<file path="src/rtl/rs485_pkg.sv">
// Shared types and helpers for the RS-485 frame transmitter.
// Parity modes, controller states and per-character bit count.
package rs485_pkg;

  localparam int PAR_NONE = 0;
  localparam int PAR_EVEN = 1;
  localparam int PAR_ODD  = 2;

  typedef enum logic [2:0] {
    IDLE,
    DIR_ON,
    FETCH,
    WAIT_DATA,
    SHIFT,
    DIR_OFF,
    HOLD
  } state_e;

  // Start bit + data + optional parity + stop bits.
  function automatic int frame_bits(input int data_bits, input int parity, input int stop_bits);
    return 1 + data_bits + ((parity != PAR_NONE) ? 1 : 0) + stop_bits;
  endfunction

endpackage

</file>
<file path="src/rtl/rs485_frame_tx_shifter.sv">
// Character serialiser: builds start/data/parity/stop on load and shifts it out LSB first,
// holding each bit CLKS_PER_BIT clocks. done is high during the final clock of the last stop bit.
module uart_tx_shifter
  import rs485_pkg::*;
#(
  parameter int DATA_BITS    = 8,
  parameter int PARITY       = 0,
  parameter int STOP_BITS    = 1,
  parameter int CLKS_PER_BIT = 1
) (
  input  logic                 clk,
  input  logic                 reset,
  input  logic                 load,
  input  logic [DATA_BITS-1:0] data,
  output logic                 tx,
  output logic                 done
);

  localparam int NB     = frame_bits(DATA_BITS, PARITY, STOP_BITS);
  localparam int BAUD_W = (CLKS_PER_BIT > 1) ? $clog2(CLKS_PER_BIT) : 1;

  logic [NB-1:0]     shreg_q, shreg_d, frame;
  logic [BAUD_W-1:0] baud_q, baud_d;
  logic [3:0]        bit_q, bit_d;
  logic              active_q, active_d;
  logic              par_bit;
  logic              bit_end;

  assign par_bit = (PARITY == PAR_ODD) ? ~(^data) : (^data);

  always_comb begin
    frame = '1;
    frame[0] = 1'b0;
    frame[DATA_BITS:1] = data;
    if (PARITY != PAR_NONE) frame[DATA_BITS+1] = par_bit;
  end

  assign bit_end = active_q && (baud_q == BAUD_W'(CLKS_PER_BIT - 1));
  assign done    = bit_end && (bit_q == 4'(NB - 1));
  assign tx      = shreg_q[0];

  // Ones shift in from the top so the line settles idle-high after the last stop bit.
  always_comb begin
    shreg_d  = shreg_q;
    baud_d   = baud_q;
    bit_d    = bit_q;
    active_d = active_q;
    if (load) begin
      shreg_d  = frame;
      baud_d   = '0;
      bit_d    = '0;
      active_d = 1'b1;
    end else if (active_q) begin
      if (bit_end) begin
        baud_d  = '0;
        shreg_d = {1'b1, shreg_q[NB-1:1]};
        bit_d   = bit_q + 4'd1;
        if (done) active_d = 1'b0;
      end else begin
        baud_d = baud_q + BAUD_W'(1);
      end
    end
  end

  always_ff @(posedge clk or negedge reset) begin
    if (!reset) begin
      shreg_q  <= '1;
      baud_q   <= '0;
      bit_q    <= '0;
      active_q <= 1'b0;
    end else begin
      shreg_q  <= shreg_d;
      baud_q   <= baud_d;
      bit_q    <= bit_d;
      active_q <= active_d;
    end
  end

endmodule

</file>
<file path="src/rtl/rs485_frame_tx.sv">
// RS-485 frame transmitter: request handshake, direction-pin sequencing,
// memory fetch of NBYTES characters and hand-off to the character shifter.
module rs485_frame_tx
  import rs485_pkg::*;
#(
  parameter int DATA_BITS    = 8,
  parameter int PARITY       = 0,
  parameter int STOP_BITS    = 1,
  parameter int CLKS_PER_BIT = 1,
  parameter int NBYTES       = 4,
  parameter int CYC_W        = 6,
  parameter int ADDR_W       = 9,
  parameter int RD_LAT       = 1,
  parameter int RX_TX_DLY    = 15,
  parameter int LEAD_DLY     = 30,
  parameter int TAIL_DLY     = 4
) (
  input  logic                 clk,
  input  logic                 reset,
  input  logic                 rq,
  input  logic [CYC_W-1:0]     cycle,
  input  logic [DATA_BITS-1:0] rd_data,
  output logic [ADDR_W-1:0]    rd_addr,
  output logic                 rd_en,
  output logic [7:0]           byte_idx,
  output logic                 busy,
  output logic                 full,
  output logic                 tx,
  output logic                 dir_tx,
  output logic                 dir_rx
);

  state_e            state_q, state_d;
  logic              rq_meta_q, rq_s_q;
  logic [15:0]       cnt_q, cnt_d;
  logic [1:0]        wait_q, wait_d;
  logic [7:0]        byte_idx_q, byte_idx_d;
  logic [ADDR_W-1:0] rd_addr_q, rd_addr_d;
  logic              rd_en_q, rd_en_d;
  logic              busy_q, busy_d;
  logic              full_q, full_d;
  logic              dir_tx_q, dir_tx_d;
  logic              dir_rx_q, dir_rx_d;
  logic              load;
  logic              sh_done;
  logic              last_byte;

  assign last_byte = ({1'b0, byte_idx_q} + 9'd1) == 9'(NBYTES);

  // Delay counts are compared one early so each output changes on the edge the count reaches its target.
  always_comb begin
    state_d    = state_q;
    cnt_d      = cnt_q + 16'd1;
    wait_d     = wait_q;
    byte_idx_d = byte_idx_q;
    rd_addr_d  = rd_addr_q;
    rd_en_d    = 1'b0;
    busy_d     = busy_q;
    full_d     = full_q;
    dir_tx_d   = dir_tx_q;
    dir_rx_d   = dir_rx_q;
    load       = 1'b0;
    case (state_q)
      IDLE: begin
        full_d = 1'b0;
        if (rq_s_q) begin
          state_d  = DIR_ON;
          cnt_d    = '0;
          dir_rx_d = 1'b1;
          busy_d   = 1'b1;
        end
      end
      DIR_ON: begin
        if (cnt_q == 16'(RX_TX_DLY - 1)) dir_tx_d = 1'b1;
        if (cnt_q == 16'(LEAD_DLY - 1)) begin
          state_d    = FETCH;
          byte_idx_d = '0;
        end
      end
      FETCH: begin
        state_d = WAIT_DATA;
        wait_d  = '0;
      end
      WAIT_DATA: begin
        wait_d = wait_q + 2'd1;
        if (wait_q == 2'(RD_LAT - 1)) begin
          load    = 1'b1;
          state_d = SHIFT;
        end
      end
      SHIFT: begin
        if (sh_done) begin
          byte_idx_d = byte_idx_q + 8'd1;
          if (last_byte) begin
            state_d  = DIR_OFF;
            cnt_d    = '0;
            dir_tx_d = 1'b0;
          end else begin
            state_d = FETCH;
          end
        end
      end
      DIR_OFF: begin
        if (cnt_q == 16'(TAIL_DLY - 1)) begin
          dir_rx_d = 1'b0;
          full_d   = 1'b1;
          busy_d   = 1'b0;
          state_d  = HOLD;
        end
      end
      HOLD: begin
        if (!rq_s_q) begin
          state_d = IDLE;
          full_d  = 1'b0;
        end
      end
      default: state_d = IDLE;
    endcase
    if (state_d == FETCH) begin
      rd_en_d   = 1'b1;
      rd_addr_d = ADDR_W'(cycle) * ADDR_W'(NBYTES) + ADDR_W'(byte_idx_d);
    end
  end

  always_ff @(posedge clk or negedge reset) begin
    if (!reset) begin
      state_q    <= IDLE;
      rq_meta_q  <= 1'b0;
      rq_s_q     <= 1'b0;
      cnt_q      <= '0;
      wait_q     <= '0;
      byte_idx_q <= '0;
      rd_addr_q  <= '0;
      rd_en_q    <= 1'b0;
      busy_q     <= 1'b0;
      full_q     <= 1'b0;
      dir_tx_q   <= 1'b0;
      dir_rx_q   <= 1'b0;
    end else begin
      state_q    <= state_d;
      rq_meta_q  <= rq;
      rq_s_q     <= rq_meta_q;
      cnt_q      <= cnt_d;
      wait_q     <= wait_d;
      byte_idx_q <= byte_idx_d;
      rd_addr_q  <= rd_addr_d;
      rd_en_q    <= rd_en_d;
      busy_q     <= busy_d;
      full_q     <= full_d;
      dir_tx_q   <= dir_tx_d;
      dir_rx_q   <= dir_rx_d;
    end
  end

  uart_tx_shifter #(
    .DATA_BITS   (DATA_BITS),
    .PARITY      (PARITY),
    .STOP_BITS   (STOP_BITS),
    .CLKS_PER_BIT(CLKS_PER_BIT)
  ) u_shifter (
    .clk  (clk),
    .reset(reset),
    .load (load),
    .data (rd_data),
    .tx   (tx),
    .done (sh_done)
  );

  assign rd_addr  = rd_addr_q;
  assign rd_en    = rd_en_q;
  assign byte_idx = byte_idx_q;
  assign busy     = busy_q;
  assign full     = full_q;
  assign dir_tx   = dir_tx_q;
  assign dir_rx   = dir_rx_q;

endmodule

</file>
<file path="config.mk">
export PLATFORM = sky130hd
export DESIGN_NAME = rs485_frame_tx
export DESIGN_NICKNAME = d
export VERILOG_FILES = /design/src/rtl/rs485_pkg.sv /design/src/rtl/rs485_frame_tx_shifter.sv /design/src/rtl/rs485_frame_tx.sv
export SDC_FILE = /design/constraint.sdc
export NUM_CORES = 1
export LEC_CHECK = 0
export ABC_AREA = 1
export BUFFER_PORTS_ARGS = -buffer_cell sky130_fd_sc_hd__buf_2
export CELL_PAD_IN_SITES_DETAIL_PLACEMENT = 1
export CELL_PAD_IN_SITES_GLOBAL_PLACEMENT = 2
export CORE_UTILIZATION = 32
export DETAILED_ROUTE_END_ITERATION = 6
export HOLD_SLACK_MARGIN = 0.05
export PLACE_DENSITY_LB_ADDON = 0.08
export RECOVER_POWER = 50
export SLEW_MARGIN = 20
export SYNTH_ARGS = -nofsm -noshare
export SYNTH_HDL_FRONTEND = slang
export SYNTH_SLANG_ARGS = --single-unit
</file>
<file path="constraint.sdc">
create_clock -name clk -period 2.74 [get_ports clk]
set_clock_uncertainty 0.15 [all_clocks]
set_input_delay 0.411 -clock clk [delete_from_list [all_inputs] [get_ports clk]]
set_output_delay 0.411 -clock clk [all_outputs]
set_load 0.03 [all_outputs]
</file>
# After elaboration in Yosys (flattened, before gate mapping)
# Index checks and enable logic that the tools add are counted.
# op_classes
bitwise_logic,1
n_addsub,7
mux,42
reduce_logical,14
eq_ne,18
# op_table
op,n
$mux 16,3
$pmux 16 s2,1
$mux 10,3
$mux 3,7
$pmux 3 s7,1
$mux 1,17
$add 16x1->16 const B,1
$eq 16x2->1 const B,1
$eq 16x4->1 const B,1
$eq 16x5->1 const B,1
$mux 8,2
$pmux 8 s2,1
$mux 4,3
$ne 2x2->1 const B,6
$reduce_bool 2->1,5
$add 8x1->9 const B,1
$add 8x8->9,1
$eq 3x2->1 const B,3
$eq 3x3->1 const B,3
$eq 9x3->1 const B,1
$add 8x1->8 const B,1
$reduce_and 3->1,2
$add 4x1->4 const B,1
$eq 4x4->1 const B,1
other kinds (13),15
# word_totals
regBits,60
wordCells,97
input_bits,17

# Depth between registers and ports, before layout
# depth
ltp_word,7
ltp_mapped,20

# Cells and area by module
# Synthesis repeated with hierarchy kept, for this count alone.
# hier_totals
hier_cells,391
hier_area_um2,3261.9
# modules_own_cells
module,cells_each,area_per_inst_um2,instances
rs485_frame_tx,308,2549.9,1
uart_tx_shifter,83,711.9,1

# Worst setup path before layout
# OpenSTA, ideal clock, no wires.
# synth_timing
path_type,reg2reg
startpoint,reg u_shifter.bit_q[1]
endpoint,reg rd_addr_q[8] (netlist: rd_addr[8])
arrival_time_ns,2.605
stages_incl_launch_ff,20
required_ns,2.525
synth_period_minus_slack_ns,2.820
setup_ns,0.065
slack_ns,-0.080
path_cell_list,dfrtp_1 -> inv_1 -> ha_1 -> nand3_1 -> nor2_4 -> buf_6 -> inv_1 -> nor2_1 -> inv_1 -> o22ai_1 -> o211ai_1 -> nand2_1 -> ha_1 -> inv_1 -> fa_1 -> o21ai_0 -> a21oi_1 -> o21bai_1 -> nand3_1 -> nand2_1
# synth_via
elab_chain_len,5
elab_cells_between_ends,8
# synth_rtl
item,line_no,text
start: declaration,rs485_frame_tx_shifter.sv:24,"logic [3:0] bit_q, bit_d;"
start signal: assignment,rs485_frame_tx_shifter.sv:74,bit_q <= bit_d;
$eq 4x4->1,rs485_frame_tx_shifter.sv:39,assign done = bit_end && (bit_q == 4'(NB - 1));
$logic_and 1x1->1,rs485_frame_tx_shifter.sv:39,
$mux 8,rs485_frame_tx.sv:92,if (sh_done) begin
$pmux 8 s2,rs485_frame_tx.sv:63,case (state_q)
via byte_idx_d[2],rs485_frame_tx.sv:37,"logic [7:0] byte_idx_q, byte_idx_d;"
$add 8x8->9,rs485_frame_tx.sv:121,rd_addr_d = ADDR_W'(cycle) * ADDR_W'(NBYTES) + ADDR_W'(byte_idx_d);
end signal: assignment,rs485_frame_tx.sv:146,rd_addr_q <= rd_addr_d;
end: declaration,rs485_frame_tx.sv:38,"logic [ADDR_W-1:0] rd_addr_q, rd_addr_d;"
# The timed path passes the listed nets, and every way through them passes these cells.
# A chain may end at the register's enable or synchronous reset.

# Worst setup path in the final report
# layout_timing
startpoint,reg state_q[1]
endpoint,reg rd_addr_q[8] (netlist: rd_addr[8])
# layout_via
elab_chain_len,3
elab_cells_between_ends,17
# layout_rtl
item,line_no,text
start: declaration,rs485_frame_tx.sv:33,"state_e state_q, state_d;"
start signal: assignment,rs485_frame_tx.sv:140,state_q <= state_d;
$eq 3x3->1 / $eq 3x1->1 (equally long branches),rs485_frame_tx.sv:63,
$pmux 8 s2 (*),rs485_frame_tx.sv:63,
via byte_idx_d[2],rs485_frame_tx.sv:37,
$add 8x8->9 (*),rs485_frame_tx.sv:121,
# The timed path passes the listed nets; every way through them passes the cells marked *.

==> metrics.md <==
| Metric | Value |
|---|---|
| Outcome | complete, but fails checks |
| Failing checks | max-capacitance violations, max-slew violations |
| Final Net Count | 528 |
| DR pass1 iterations | 4 |
| GPL Wtd Cong | 0.810 |
| Top cells by count, synth | 76 x nand2_1, 50 x dfrtp_1, 47 x inv_1 |
| Hold wc startpoint | rd_data[7] |
| Top-area cell type share of the netlist area | 36.4% |
| Peak supply drop | 0.354 mV |
| Post-synthesis sequential area ratio | 43.3% |
| Worst slew margin | -3.38% |
| Net Count, Synth | 437 |
| Top-count cell post-synth | nand2_1 |
| Fin crit share | 99.2% |
| First-pass GRT wire length | 15,200 um |
| Wire length per cell | 13.5 um |
| Initial antenna violation count | 0 |
| Synth Warn # | 0 |
| Diode count | 0 |
| Row count | 37 |
| Chip width | 106 um |
| CTS root buf | clkbuf_8 |
| Total grt overflow | 0 |
| EDFF count, synth | 0 |
| TritonCTS Buffers | 9 |
| Final Hold Fails | 0 |
| Initial DRC Count | 79 |
| RSZ-0062 raised after global routing | true |
| Largest cells by area after synthesis | dfrtp_1 36%, nand2_1 8.3%, dfstp_2 6.9% |
| Critical Path Source | state_q[1]$_DFF_PN0_ |
| P&R area growth vs syn | 29.2% |
| Vias in the first global route | 3,179 |
| Synth area leader | dfrtp_1 |
| Setup violations, final | 0 |
| Critical path class | reg -> reg |
| Clock latency at the later pin of the worst-skew pair | 0.34 ns |
| Gate power share | 37.9% |
| Via count | 2,999 |
| I/O pin total | 40 |
| Clock tree buffer depth | 2 |
| Post-synth ARST share | 100% |
| # port buffers | 39 |
| Synthesized cell area | 3440 um^2 |
| # clock sinks | 59 |
| Layout cell share with drive strength beyond 1 | 32.9% |
| Max FO, Critical Path | 3 |
| TritonCTS clock tree | yes |
| Die H | 106 um |
| Crit path launch type | flip-flop |
| Final Max Tran Viols | 28 |
| Syn Area/Cell | 8.47 um^2 |
| Final ANT Viol Nets | 0 |
| Initial core utilization | 33.1% |
| Measured slew at the worst slew-check pin | 1.55 ns |
| Clk slew on worst S/H paths | 0.08 ns |
| Wirelength, routed | 8590 um |
| Part of the power in registers | 35.6% |
| Leak Pwr | 2.16 nW |
| DRC Markers | 0 |
| Max Freq | 368 MHz |
| Clock share of power | 26.4% |
| Cells after Synth | 406 |
| MaxCap Viol Count | 1 |
| Synth Register Bits | 59 |
| Switch share | 38.4% |
| PwrDens | 766 nW/um^2 |
| Internal power | 2.09 mW |
| Most common flop cell mapped by yosys | dfrtp_1 |
| Core Util, Final | 42.8% |
| CP arrival | 2.84 ns |
| Crit path required time | 2.86 ns |
| Min-delay worst type | in -> reg |
| Element type at the critical path end | flip-flop |
| Largest net degree at the start of global routing | 34 |
| GRT Overall Usage | 17.3% |
| R2R Path Start | state_q[1]$_DFF_PN0_ |
| Total core area | 10,400 um^2 |
| DIE AREA | 11,200 um^2 |
| Crit path time final | 2.72 ns |
| H-tree level count | 3 |
| Total power | 3.40 mW |
| Dpl hpwl | 6700 um |
| Via/cell ratio | 4.70 |
| Post-synth cell types | 48 |
| Sw power | 1.31 mW |
-- critical path: stages, from the launching register on --
cell and delay [ns]:
dfrtp_1 0.40, or2_4 0.27, nor2_4 0.11, nor2_2 0.07
nor2_4 0.10, inv_2 0.05, o22ai_2 0.11, o211ai_1 0.10
nand2_1 0.11, ha_2 0.19, inv_2 0.04, fa_2 0.38
o21ai_4 0.18, a21oi_2 0.07, o21bai_1 0.15, nand3_1 0.10
nand2_1 0.07
-- cells by family (layout without fill, tap and decap cells) --
family,count (synthesis),after routing,synth area share [%]
AOI/OAI and AO/OA,67,67,11.4
xor gates and xnor gates,12,12,3.06
adders and majority gates,14,14,5.32
buffers and inverters,69,165,8.26
DFF,59,59,43.3
and+or+nand+nor,185,185,28.7
-- placed cells by master, fill, tap and decap left out, types with 3 or more instances in the layout --
master | Yosys | layout
nor2_2 | 6 | 7
inv_2 | 11 | 16
nand2_1 | 76 | 74
o21ai_0 | 34 | 32
nand4_1 | 5 | 5
nand2_2 | 6 | 7
a21oi_1 | 13 | 12
inv_1 | 47 | 42
o21bai_1 | 3 | 3
nor3_1 | 4 | 4
nor3b_1 | 3 | 3
nand3_1 | 28 | 27
nand3_4 | 3 | 4
nor2_1 | 33 | 30
buf_2 | 0 | 26
nor2_4 | 10 | 12
ha_1 | 13 | 10
clkbuf_16 | 0 | 3
buf_4 | 4 | 45
clkbuf_1 | 3 | 14
clkbuf_8 | 0 | 9
xor2_1 | 9 | 9
dfrtp_1 | 50 | 50
o21ai_1 | 2 | 3
dfstp_2 | 9 | 9
-- path summary, 6_finish.rpt --
kind                            slack (ns)  depth (start not counted)                               end
worst min-delay path                  0.15                          3  u_shifter.shreg_q[8]$_DFFE_PN1P_
worst min register to register        0.25                          0                  rq_s_q$_DFF_PN0_
min in group asynchronous             0.83                          2                cnt_q[3]$_DFF_PN0_
worst max register to register        0.02                         16            rd_addr[8]$_DFFE_PN0N_
max in group asynchronous             0.26                          3  u_shifter.shreg_q[1]$_DFFE_PN1P_
worst max-delay path                  0.02                         16            rd_addr[8]$_DFFE_PN0N_
-- routing by layer --
metal | vias up | wire length (um) | track usage [%]
met5 | - | 0 | 0
met1 | 1462 | 4110 | 22.7
met4 | 0 | 114 | 5.06
li1 | 1495 | - | -
met3 | 10 | 199 | 3.65
met2 | 32 | 4170 | 28.9
-- timing repair --
item / CTS / global route
hold buffers: 2 / 0
endpoints found under the setup margin: 4 / 6
hold endpoints to repair: 20 / 0
pin swaps: 3 / 24
setup buffers: 0 / 3
gates resized for setup: 6 / 20
-- registers in the layout, summed over array words and instances (netlist names) --
name / cells
cnt_q: 16
rd_addr: 9
u_shifter.shreg_q: 9
byte_idx: 8
u_shifter.bit_q: 4
state_q: 3
wait_q: 2
dir_rx: 1
dir_tx: 1
full: 1
rd_en: 1
rq_meta_q: 1
rq_s_q: 1
u_shifter.active_q: 1
u_shifter.baud_q: 1
-- power groups by stage --
stage	Sequential [mW]	Clock (mW)	Combinational, mW
final	1.21	0.898	1.29
after global routing	1.24	0.967	1.48
after global placement	1.22	0	1.23
after floorplan	1.29	0	0.746
after CTS	1.21	0.938	1.26
after detailed placement	1.22	0	1.25
-- area by class of cell --
| class | count | area [um^2] |
|---|---|---|
| inverters | 61 | 231 |
| clock buffers | 12 | 199 |
| clock inverters | 4 | 33.8 |
| flip-flops and latches | 59 | 1490 |
| repair buffers | 88 | 548 |
| fillers | 1270 | 5930 |
| well taps | 136 | 170 |
| multi-input cells | 278 | 1770 |
-- per-stage QoR --
stage | setup WS, ns | std cells | cell area, um^2 | hold slack [ns] | setup TNS, ns
6_report | 0.0223 | 638 | 4440 | 0.153 | 0
5_1_grt | -0.184 | 638 | 4440 | 0.135 | -3.56
4_1_cts | -0.0406 | 635 | 4370 | 0.141 | -0.0406
3_5_place_dp | -0.153 | 617 | 4100 | 0.234 | -0.349
3_3_place_gp | -0.0742 | 617 | 4100 | 0.222 | -0.0847
2_1_floorplan | 0.00499 | 406 | 3440 | -0.0346 | 0
(Power assumes the default switching activity.)
